**src/rtl/arm_mem_pkg.sv**
```systemverilog
// Shared types and defaults for the memory / write-back stage.
// Holds the SRAM access FSM states and SRAM geometry.
package arm_mem_pkg;

    typedef enum logic [1:0] {
        IDLE,
        ACC_LO,
        ACC_HI,
        DONE
    } mem_state_e;

    localparam int MEM_BASE_DEF = 1024;
    localparam int SRAM_AW_DEF  = 18;
    localparam int SRAM_DW      = 16;
    localparam int WAIT_DEF     = 2;

endpackage

```
**src/rtl/sram_ctrl.sv**
```systemverilog
// SRAM access sequencer: splits a 32-bit load/store into two
// 16-bit halfword accesses, each held for WAIT_CYCLES cycles.
module sram_ctrl
    import arm_mem_pkg::*;
#(
    parameter int WAIT_CYCLES = WAIT_DEF,
    parameter int MEM_BASE    = MEM_BASE_DEF,
    parameter int SRAM_AW     = SRAM_AW_DEF
) (
    input  logic               clk,
    input  logic               rst,
    input  logic               req,
    input  logic               is_load,
    input  logic [31:0]        addr_in,
    input  logic [31:0]        wdata,
    input  logic [15:0]        sram_dq_in,
    output logic [SRAM_AW-1:0] sram_addr,
    output logic [15:0]        sram_dq_out,
    output logic               sram_dq_oe,
    output logic               sram_we_n,
    output logic [31:0]        rdata,
    output logic               done
);

    localparam int CW = (WAIT_CYCLES > 1) ? $clog2(WAIT_CYCLES) : 1;
    localparam logic [CW-1:0] LAST = CW'(WAIT_CYCLES - 1);

    mem_state_e         state;
    mem_state_e         state_n;
    logic [CW-1:0]      cnt;
    logic               last;
    logic               in_acc;
    logic [SRAM_AW-2:0] w;
    logic [31:0]        rbuf;

    assign w      = (SRAM_AW-1)'((addr_in - 32'(MEM_BASE)) >> 2);
    assign last   = (cnt == LAST);
    assign in_acc = (state == ACC_LO) || (state == ACC_HI);
    assign rdata  = rbuf;
    assign done   = (state == DONE);

    // State, hold counter and read buffer; loads sample on the last hold cycle.
    always_ff @(posedge clk or posedge rst) begin
        if (rst) begin
            state <= IDLE;
            cnt   <= '0;
            rbuf  <= '0;
        end else begin
            state <= state_n;
            if (in_acc && !last)
                cnt <= cnt + CW'(1);
            else
                cnt <= '0;
            if (is_load && last && state == ACC_LO)
                rbuf[15:0] <= sram_dq_in;
            if (is_load && last && state == ACC_HI)
                rbuf[31:16] <= sram_dq_in;
        end
    end

    // Next state and SRAM pin drive; stores strobe for every hold cycle.
    always_comb begin
        state_n     = state;
        sram_addr   = '0;
        sram_dq_out = '0;
        sram_dq_oe  = 1'b0;
        sram_we_n   = 1'b1;
        unique case (state)
            IDLE: begin
                if (req)
                    state_n = ACC_LO;
            end
            ACC_LO: begin
                sram_addr = {w, 1'b0};
                if (!is_load) begin
                    sram_dq_out = wdata[15:0];
                    sram_dq_oe  = 1'b1;
                    sram_we_n   = 1'b0;
                end
                if (last)
                    state_n = ACC_HI;
            end
            ACC_HI: begin
                sram_addr = {w, 1'b1};
                if (!is_load) begin
                    sram_dq_out = wdata[31:16];
                    sram_dq_oe  = 1'b1;
                    sram_we_n   = 1'b0;
                end
                if (last)
                    state_n = DONE;
            end
            DONE: begin
                state_n = IDLE;
            end
            default: begin
                state_n = IDLE;
            end
        endcase
    end

endmodule

```
**src/rtl/mem_wb_stage.sv**
```systemverilog
// Memory + write-back stage: holds the pipeline during SRAM
// accesses and registers the triple for the register file.
module mem_wb_stage
    import arm_mem_pkg::*;
#(
    parameter int WAIT_CYCLES = WAIT_DEF,
    parameter int MEM_BASE    = MEM_BASE_DEF,
    parameter int SRAM_AW     = SRAM_AW_DEF
) (
    input  logic               clk,
    input  logic               rst,
    input  logic               wb_en_in,
    input  logic               mem_r_en,
    input  logic               mem_w_en,
    input  logic [31:0]        alu_result,
    input  logic [31:0]        val_rm,
    input  logic [3:0]         dest_in,
    output logic               freeze,
    output logic               writeBackEn,
    output logic [3:0]         Dest_wb,
    output logic [31:0]        Result_wb,
    output logic [SRAM_AW-1:0] sram_addr,
    output logic [15:0]        sram_dq_out,
    output logic               sram_dq_oe,
    input  logic [15:0]        sram_dq_in,
    output logic               sram_we_n
);

    logic        req;
    logic        done;
    logic [31:0] rdata;

    assign req    = mem_r_en | mem_w_en;
    assign freeze = req & ~done;

    sram_ctrl #(
        .WAIT_CYCLES (WAIT_CYCLES),
        .MEM_BASE    (MEM_BASE),
        .SRAM_AW     (SRAM_AW)
    ) u_ctrl (
        .clk         (clk),
        .rst         (rst),
        .req         (req),
        .is_load     (mem_r_en),
        .addr_in     (alu_result),
        .wdata       (val_rm),
        .sram_dq_in  (sram_dq_in),
        .sram_addr   (sram_addr),
        .sram_dq_out (sram_dq_out),
        .sram_dq_oe  (sram_dq_oe),
        .sram_we_n   (sram_we_n),
        .rdata       (rdata),
        .done        (done)
    );

    // Write-back registers; a frozen cycle retires a bubble.
    always_ff @(posedge clk or posedge rst) begin
        if (rst) begin
            writeBackEn <= 1'b0;
            Dest_wb     <= '0;
            Result_wb   <= '0;
        end else if (freeze) begin
            writeBackEn <= 1'b0;
        end else begin
            writeBackEn <= wb_en_in;
            Dest_wb     <= dest_in;
            Result_wb   <= mem_r_en ? rdata : alu_result;
        end
    end

endmodule

```
**config.mk**
```make
export PLATFORM = sky130hd
export DESIGN_NAME = mem_wb_stage
export DESIGN_NICKNAME = d
export VERILOG_FILES = /design/src/rtl/arm_mem_pkg.sv /design/src/rtl/sram_ctrl.sv /design/src/rtl/mem_wb_stage.sv
export SDC_FILE = /design/constraint.sdc
export NUM_CORES = 1
export LEC_CHECK = 0
export ABC_AREA = 1
export BUFFER_PORTS_ARGS = -buffer_cell sky130_fd_sc_hd__clkbuf_2
export CORE_MARGIN = 2
export CORE_UTILIZATION = 40
export DETAILED_ROUTE_END_ITERATION = 6
export PLACE_DENSITY = 0.81
export SETUP_SLACK_MARGIN = 0.1
export SLEW_MARGIN = 20
export SYNTH_ARGS = -nofsm -noshare
export SYNTH_HDL_FRONTEND = slang
export SYNTH_SLANG_ARGS = --single-unit
```
**constraint.sdc**
```tcl
create_clock -name clk -period 4.9 [get_ports clk]
set_clock_uncertainty 0.1 [all_clocks]
set_input_delay 0.245 -clock clk [delete_from_list [all_inputs] [get_ports clk]]
set_output_delay 0.245 -clock clk [all_outputs]
set_load 0.05 [all_outputs]
```
==> results.py, run 1 <==
metrics = {
    "sta": {
        "drv_slew": 0,
        "rsz0062_at_grt": "false",
        "timing.final.hold_violations": 0,
        "setup_ws_ns": 2.029,
        "period_share_pct": 58.59,
        "period_needed_ns": 2.871,
        "fin_hold_ws_ns": 0.02066,
        "fin_tns_setup_ns": 0,
        "max_freq_ghz": 0.3483,
        "max-slew-margin-rel_pct": 36.47,
        "worst_pin_slew_ns": 0.9503,
        "setup_viol": 0,
    },
    "detailed_routing": {
        "wl_um": 9547,
        "drt_iter0_markers": 166,
        "vias": 3525,
        "drtPass1Iterations": 4,
        "antenna_left": 0,
        "via_per_inst": 4.849,
        "routedWlPerCell_um": 13.13,
        "drc": 0,
    },
    "cts": {
        "insertion_delay_ns": 0.34,
        "cts.sinks": 72,
        "htree_num_levels": 3,
        "clk_pin_slew_ns": 0.08,
        "cts_tree": "done",
        "cts_root_buffer": "clkbuf_8",
        "cts_setup_buffers": 0,
        "numCtsBuffers": 9,
        "clk_path_buf_depth": 2,
    },
    "placed_design": {
        "gp_congestion": 0.9295,
        "dp_slack_ns": 2.254,
        "numPortBuffers": 162,
        "dp_hpwl_um": 7232,
    },
    "grt": {
        "grt_overflow": 0,
        "grt_pass1_wl_um": 15210,
        "grtUsageTotal_pct": 19.11,
        "grt_max_degree": 73,
        "grt_pass1_vias": 3307,
        "antenna_found_initial": 0,
    },
    "yosys": {
        "yosys_most_used_dff": "dfrtp_1",
        "yosysSeqAreaShare_pct": 49.57,
        "synth_edf_count": 0,
        "synthCells": 464,
        "synth.most_common_cell": "nand2_1",
        "synth_area_leader_cell": "dfrtp_1",
        "avgSynthCellArea_um2": 7.833,
        "ys_types": 21,
        "synthArstFlopShare_pct": 100.0,
        "netlist_area_um2": 3635,
        "synth-seq-cells": 72,
        "yosys-top-cells-area": "dfrtp_1, nand2_1, nor2_1, o21ai_0, inv_1",
        "syn_nets": 559,
        "synth_common_cells": "nand2_1, dfrtp_1, nor2_1, inv_1, o21ai_0",
        "netlist.area_leader.share_pct": 49.57,
        "yosysWarnings": 0,
    },
    "hold_path": {
        "hp-class": "primary input to register",
    },
    "floorplanning": {
        "ios": 163,
        "die_w_um": 99.33,
        "initial_utilization_pct": 41.48,
        "rows": 34,
        "core_um2": 8763,
        "dieArea_um2": 9865,
        "die_y_um": 99.33,
    },
    "run_status": {
        "outcome": "complete, no violations",
    },
    "pwr": {
        "peakVddDrop_mv": 0.3221,
        "power_w": 0.003547,
        "power.leakage_nw": 2.503,
        "power_density_nw_per_um2": 761.1,
    },
    "layout": {
        "final_util_pct": 53.17,
        "final_layout_size_suffix_gt1_share_pct": 31.99,
        "area_delta_synth_final_pct": 28.19,
        "seq_area_um2": 1802,
        "nets": 709,
        "multi_input_area_um2": 1503,
        "fill_cells": 822,
        "diodes": 0,
    },
    "critical_path": {
        "arrival_ns": 2.53,
        "critical_path_class": "register to primary output",
        "crit_path_end_kind": "primary output",
        "start_kind": "register",
        "critPathRequiredTime_ns": 4.55,
        "cp_max_fo": 20,
    },
    "run": {
        "cap_violations": 0,
    },
}
-- flip-flops by register name, indices dropped and copies added, names as in the netlist --
| register | cells |
|---|---|
| Result_wb | 32 |
| writeBackEn | 1 |
| Dest_wb | 4 |
| u_ctrl.cnt | 1 |
| u_ctrl.rdata | 32 |
| u_ctrl.state | 2 |
-- final cells by class --
type / instances / area share [%]
Sequential cell: 72 / 38.67
Multi-Input combinational cell: 320 / 32.25
Clock buffer: 11 / 3.249
Tap cell: 108 / 2.900
Clock inverter: 5 / 1.182
Timing Repair Buffer: 165 / 17.99
Inverter: 46 / 3.759
-- power breakdown --
group	total (W)	switching (W)	internal [W]	leakage, nW
Clock	0.000481	0.000220	0.000261	0.101
Sequential	0.00106	0.000169	0.000892	0.870
Combinational	0.00200	0.00155	0.000455	1.53
Total	0.00355	0.00194	0.00161	2.50
-- critical path, stage by stage (launching register included) --
cell	delay, ns
dfrtp_1	0.42
inv_1	0.11
ha_1	0.62
nor2_2	0.13
nor2_4	0.21
inv_1	0.22
a21oi_1	0.18
clkbuf_2	0.30
-- through the flow --
stage               area [um^2]  std cells
floorplan                  3635        464
global placement           4433        709
detailed placement         4433        709
CTS                        4659        727
global route               4659        727
finish                     4659        727
-- layer usage --
layer / vias up / track usage [%] / wire [um]
met5: - / 0 / 0
met4: 0 / 6.955 / 100
met3: 9 / 3.443 / 535
met2: 107 / 31.29 / 4654
met1: 1646 / 25.53 / 4257
li1: 1763 / - / -
-- placed cells by master, fill, tap and decap left out, types with 3 or more instances in the layout --
master	synthesis	final
nand2_1	155	155
clkbuf_8	0	11
inv_1	43	42
dfrtp_1	72	72
o21ai_0	38	38
ha_1	6	6
nand3_1	8	8
a21oi_1	21	21
nor2_1	55	55
clkbuf_2	0	162
a31oi_2	10	10
inv_2	2	3
a31oi_1	22	22
-- timing repair --
action | in CTS | in global routing
gates resized for setup | 0 | 0
hold buffers | 2 | 0
hold endpoints to repair | 2 | 0
-- path summary, 6_finish.rpt --
path	from	end	slack (ns)	depth (start not counted)
hold reg to reg	Dest_wb[3]$_DFFE_PP0N_	Dest_wb[3]$_DFFE_PP0N_	0.37	2
setup / recovery	u_ctrl.state[0]$_DFFE_PP0P_	sram_addr[11]	2.03	7
min in group asynchronous	rst	Result_wb[22]$_DFFE_PP0N_	0.04	3
hold / removal	dest_in[1]	Dest_wb[1]$_DFFE_PP0N_	0.02	3
setup reg to reg	u_ctrl.state[0]$_DFFE_PP0P_	u_ctrl.rdata[26]$_DFFE_PP0P_	2.22	4
max in group asynchronous	rst	u_ctrl.rdata[18]$_DFFE_PP0P_	4.06	3
-- kinds of logic (layout without fill, tap and decap cells) --
group	after synthesis	count (layout)	synth area share, %
AND/OR/NAND/NOR	223	223	23.92
AO/OA/AOI/OAI	91	91	15.35
flip-flops	72	72	49.57
buffers and inverters	72	227	9.088
adder cells (fa/ha/maj)	6	6	2.065
Power figures use the tool's default switching activity.
==> inputs of run 2 (changes only) <==
- clock period: 4.9 -> 2.8 ns (I/O delays scaled with it)
==> results.py, run 2 (synthesis results as in run 1) <==
metrics = {
    "critical_path": {
        "ff2ff_setup_slack_ns": 0.96,
        "critical_path_class": "register to primary output",
        "reg2reg_to": "Result_wb[20]$_DFFE_PP0N_",
        "arrival_ns": 2.22,
        "critPathSlowestCell": "dfrtp_1",
        "crit_chain": "inv_1 -> ha_1 -> buf_4 -> nor2_2 -> nor2_4 -> inv_1 -> nor2_1 -> clkbuf_2",
        "cp.depth": 8,
        "crit_path_end_kind": "primary output",
        "critPathRequiredTime_ns": 2.56,
        "start_kind": "register",
        "r2r_start": "u_ctrl.state[1]$_DFFE_PP0P_",
        "critical_path_buf_inv_count": 4,
        "critPathMaxStageDelay_ns": 0.43,
        "reg2regPathDepth": 6,
        "cp_max_fo": 20,
        "crit_end": "sram_addr[8]",
        "cpMostUsedCell": "inv_1",
        "critPathTopFamily": "buffers and inverters",
        "startpoint": "u_ctrl.state[0]$_DFFE_PP0P_",
    },
    "detailed_routing": {
        "wl_um": 10830,
        "routedWlPerCell_um": 13.79,
        "drtPass1Iterations": 5,
        "via_per_inst": 4.871,
        "drc": 0,
        "antenna_left": 0,
        "drt_iter0_markers": 299,
        "vias": 3824,
    },
    "pwr": {
        "peakVddDrop_mv": 0.6314,
        "power_density_nw_per_um2": 1234,
        "power.leakage_nw": 2.768,
        "power_w": 0.006485,
    },
    "grt": {
        "grtUsageTotal_pct": 21.92,
        "grt_max_degree": 55,
        "grt_pass1_wl_um": 17490,
        "grt_overflow": 0,
        "grt_pass1_vias": 3771,
        "antenna_found_initial": 0,
    },
    "cts": {
        "cts_tree": "done",
        "numCtsBuffers": 9,
        "cts.sinks": 72,
        "cts_hold_buffers": 52,
        "htree_num_levels": 3,
        "clk_path_buf_depth": 2,
        "insertion_delay_ns": 0.34,
        "cts_setup_buffers": 0,
        "cts_root_buffer": "clkbuf_8",
        "cts_resized": 0,
        "clk_pin_slew_ns": 0.08,
    },
    "sta": {
        "setup_viol": 0,
        "period_share_pct": 88.03,
        "period_needed_ns": 2.465,
        "setup_ws_ns": 0.3352,
        "worst_pin_slew_ns": 0.5365,
        "fin_hold_ws_ns": 0.01479,
        "fin_tns_setup_ns": 0,
        "drv_slew": 0,
        "timing.final.hold_violations": 0,
        "rsz0062_at_grt": "false",
        "max-slew-margin-rel_pct": 64.23,
        "max_freq_ghz": 0.4057,
    },
    "hold_path": {
        "hp-class": "primary input to register",
    },
    "floorplanning": {
        "initial_utilization_pct": 41.48,
        "die_y_um": 99.33,
        "rows": 34,
        "dieArea_um2": 9865,
        "ios": 163,
        "die_w_um": 99.33,
        "core_um2": 8763,
    },
    "layout": {
        "diodes": 0,
        "nets": 767,
        "final_layout_size_suffix_gt1_share_pct": 30.43,
        "layout_commonest_cell": "clkbuf_2",
        "layout_common_cells": "clkbuf_2, nand2_1, dfrtp_1, nor2_1, dlygate4sd3_1",
        "final_util_pct": 59.99,
        "area_delta_synth_final_pct": 44.65,
    },
    "run": {
        "cap_violations": 0,
    },
    "run_status": {
        "outcome": "complete, no violations",
    },
    "placed_design": {
        "dp_hpwl_um": 7540,
        "numPortBuffers": 162,
        "dp_slack_ns": 0.6966,
        "gp_congestion": 0.9024,
    },
}
[run 2: area by class of cell]
class | count | area (um^2)
Fill cell | 759 | 3506
Multi-Input combinational cell | 320 | 1503
Timing Repair Buffer | 223 | 1399
Sequential cell | 72 | 1802
Tap cell | 108 | 135.1
Inverter | 46 | 175.2
Clock buffer | 9 | 123.9
Clock inverter | 7 | 120.1
[run 2: layer usage]
metal	vias to the layer above	global-route usage (%)	wire, um
met2	147	37.99	5393
met4	0	9.378	317
met1	1766	27.55	4611
met5	-	0	0
li1	1881	-	-
met3	30	2.811	502
[run 2: tightest hold or removal path: stages]
cell	delay, ns
clkbuf_2	0.09
inv_1	0.09
o21ai_0	0.09
[run 2: how the worst min path moves through the flow]
stage / start / endpoint / slack [ns] / cells past startpoint
final: sram_dq_in[10] / u_ctrl.rdata[26]$_DFFE_PP0P_ / 0.01 / 3
after global placement: rst / Result_wb[26]$_DFFE_PP0N_ / -0.05 / 2
after global routing: sram_dq_in[10] / u_ctrl.rdata[26]$_DFFE_PP0P_ / 0.01 / 3
after detailed placement: rst / Result_wb[26]$_DFFE_PP0N_ / -0.04 / 2
after floorplan: wb_en_in / writeBackEn$_DFF_PP0_ / 0.15 / 2
after CTS: sram_dq_in[10] / u_ctrl.rdata[26]$_DFFE_PP0P_ / 0.002 / 3
[run 2: where the power goes]
group / switching (W) / internal, W
Sequential: 0.000312 / 0.00156
Combinational: 0.00276 / 0.000863
Clock: 0.000394 / 0.000593
Total: 0.00347 / 0.00302
[run 2: stage by stage]
stage	std cells	instance area, um^2
floorplan	464	3635
global placement	717	4493
detailed placement	717	4493
CTS	785	5258
global route	785	5258
finish	785	5258
==> inputs of run 3 (changes only) <==
- ABC_CLOCK_PERIOD_IN_PS: not set -> 2800
- CORE_UTILIZATION: 40 -> 25
- PLACE_DENSITY: 0.81 -> 0.59
==> results.py, run 3 (synthesis results as in run 1) <==
metrics = {
    "run_status": {
        "outcome": "complete, but fails checks",
        "violations": "negative hold slack",
    },
    "grt": {
        "grt_max_degree": 42,
        "grt_pass1_wl_um": 18110,
        "antenna_found_initial": 0,
        "met3_usage_pct": 3.522,
        "busiest_layer": "met2",
        "grt_pass1_vias": 3615,
        "met2_usage_pct": 24.30,
        "grt_overflow": 0,
        "grtUsageTotal_pct": 14.58,
        "grtUsageMet1_pct": 18.79,
    },
    "layout": {
        "finish.instance_area_um2": 5289,
        "diodes": 0,
        "final_layout_size_suffix_gt1_share_pct": 30.48,
        "nets": 759,
        "multi_input_area_um2": 1503,
        "fill_cells": 1539,
        "seq_area_um2": 1802,
        "layout_commonest_cell": "clkbuf_2",
        "layout_common_cells": "clkbuf_2, nand2_1, dfrtp_1, nor2_1, dlygate4sd3_1",
        "area_delta_synth_final_pct": 45.51,
    },
    "sta": {
        "worst_pin_slew_ns": 0.4357,
        "setup_viol": 0,
        "timing.final.hold_violations": 1,
        "rsz0062_at_grt": "false",
        "period_needed_ns": 2.326,
        "fin_hold_ws_ns": -0.007789,
        "max-slew-margin-rel_pct": 70.95,
        "drv_slew": 0,
        "period_share_pct": 83.06,
        "max_freq_ghz": 0.4300,
        "setup_ws_ns": 0.4742,
    },
    "placed_design": {
        "numPortBuffers": 162,
        "dp_hpwl_um": 7753,
        "place_area_um2": 4597,
        "dp_slack_ns": 0.8104,
        "gp_congestion": 0.8008,
    },
    "pwr": {
        "internal_power_w": 0.003056,
        "swShare_pct": 52.71,
        "power.leakage_nw": 2.746,
        "power_density_nw_per_um2": 1222,
        "switching_power_w": 0.003406,
        "pwr-share-seq_pct": 28.6,
        "power_w": 0.006462,
        "clkPwrFrac_pct": 15.8,
        "peakVddDrop_mv": 0.4387,
        "p_comb_share_pct": 55.6,
    },
    "run": {
        "cap_violations": 0,
    },
    "critical_path": {
        "start_kind": "register",
        "critPathRequiredTime_ns": 2.56,
        "critical_path_class": "register to primary output",
        "crit_path_end_kind": "primary output",
        "arrival_ns": 2.09,
        "cp_max_fo": 11,
    },
    "cts": {
        "cts.sinks": 72,
        "insertion_delay_ns": 0.33,
        "clk_pin_slew_ns": 0.05,
        "htree_num_levels": 3,
        "cts_tree": "done",
        "numCtsBuffers": 9,
        "clk_path_buf_depth": 2,
        "cts_root_buffer": "clkbuf_16",
        "cts_hold_buffers": 43,
        "cts_resized": 0,
        "cts_setup_buffers": 0,
    },
    "detailed_routing": {
        "vias": 3588,
        "antenna_left": 0,
        "routedWlPerCell_um": 12.52,
        "drt_iter0_markers": 137,
        "via_per_inst": 4.221,
        "wl_um": 10640,
        "drc": 0,
        "drtPass1Iterations": 4,
    },
    "floorplanning": {
        "initial_utilization_pct": 25.30,
        "die_w_um": 124.6,
        "ios": 163,
        "core_um2": 14370,
        "die_y_um": 124.6,
        "rows": 44,
        "dieArea_um2": 15520,
    },
    "hold_path": {
        "hp-class": "primary input to register",
    },
}
## run 3: cell types whose count changed in the layout (fill, tap and decap cells not counted), sizes merged
| cell | change |
|---|---|
| buf | +1 |
| clkinv | -1 |
| inv | -1 |
| bufinv | -3 |
| clkinvlp | -1 |
| clkbuf | +3 |
| dlygate4sd3 | -9 |
## run 3: layout make-up
| cell class | instances | area share (%) |
|---|---|---|
| Tap cell | 184 | 4.353 |
| Clock buffer | 12 | 4.850 |
| Timing Repair Buffer | 215 | 24.89 |
| Clock inverter | 1 | 0.09463 |
| Sequential cell | 72 | 34.07 |
| Inverter | 46 | 3.336 |
| Multi-Input combinational cell | 320 | 28.41 |
## run 3: worst paths after layout
check | start | endpoint | slack (ns) | cells past startpoint
worst max-delay path | u_ctrl.state[0]$_DFFE_PP0P_ | sram_addr[11] | 0.47 | 7
worst min-delay path | sram_dq_in[5] | u_ctrl.rdata[21]$_DFFE_PP0P_ | -0.008 | 3
worst max register to register | u_ctrl.state[0]$_DFFE_PP0P_ | Result_wb[22]$_DFFE_PP0N_ | 1.08 | 6
worst min register to register | Dest_wb[2]$_DFFE_PP0N_ | Dest_wb[2]$_DFFE_PP0N_ | 0.37 | 2
max in group asynchronous | rst | u_ctrl.rdata[3]$_DFFE_PP0P_ | 1.74 | 4
min in group asynchronous | rst | Result_wb[5]$_DFFE_PP0N_ | 0.17 | 3
## run 3: layer usage
layer / up-vias / wire (um)
met1: 1589 / 4888
met4: 0 / 132
met2: 126 / 4958
met5: - / 0
met3: 9 / 662
li1: 1864 / -
## run 3: critical path: stages, from the launching register on
cell      delay [ns]
dfrtp_1         0.39
inv_1           0.09
ha_1            0.28
inv_1           0.08
nor2_4          0.20
inv_1           0.23
a21oi_1         0.19
clkbuf_2        0.30
## run 3: power by group through the flow
stage          sequential, W  combinational, W  clock, W
3_5_place_dp         0.00187           0.00358         0
6_report             0.00185           0.00359   0.00102
5_1_grt              0.00192           0.00391   0.00111
2_1_floorplan        0.00277           0.00187         0
4_1_cts              0.00186           0.00363   0.00105
3_3_place_gp         0.00184           0.00357         0
## run 3: stage by stage
stage          TNS, ns  instances  utilization (%)
3_5_place_dp         0        794            31.99
3_3_place_gp         0        794            31.99
2_1_floorplan   -1.064        464                -
6_report             0        850            36.81
4_1_cts              0        850            36.81
5_1_grt              0        850            36.81
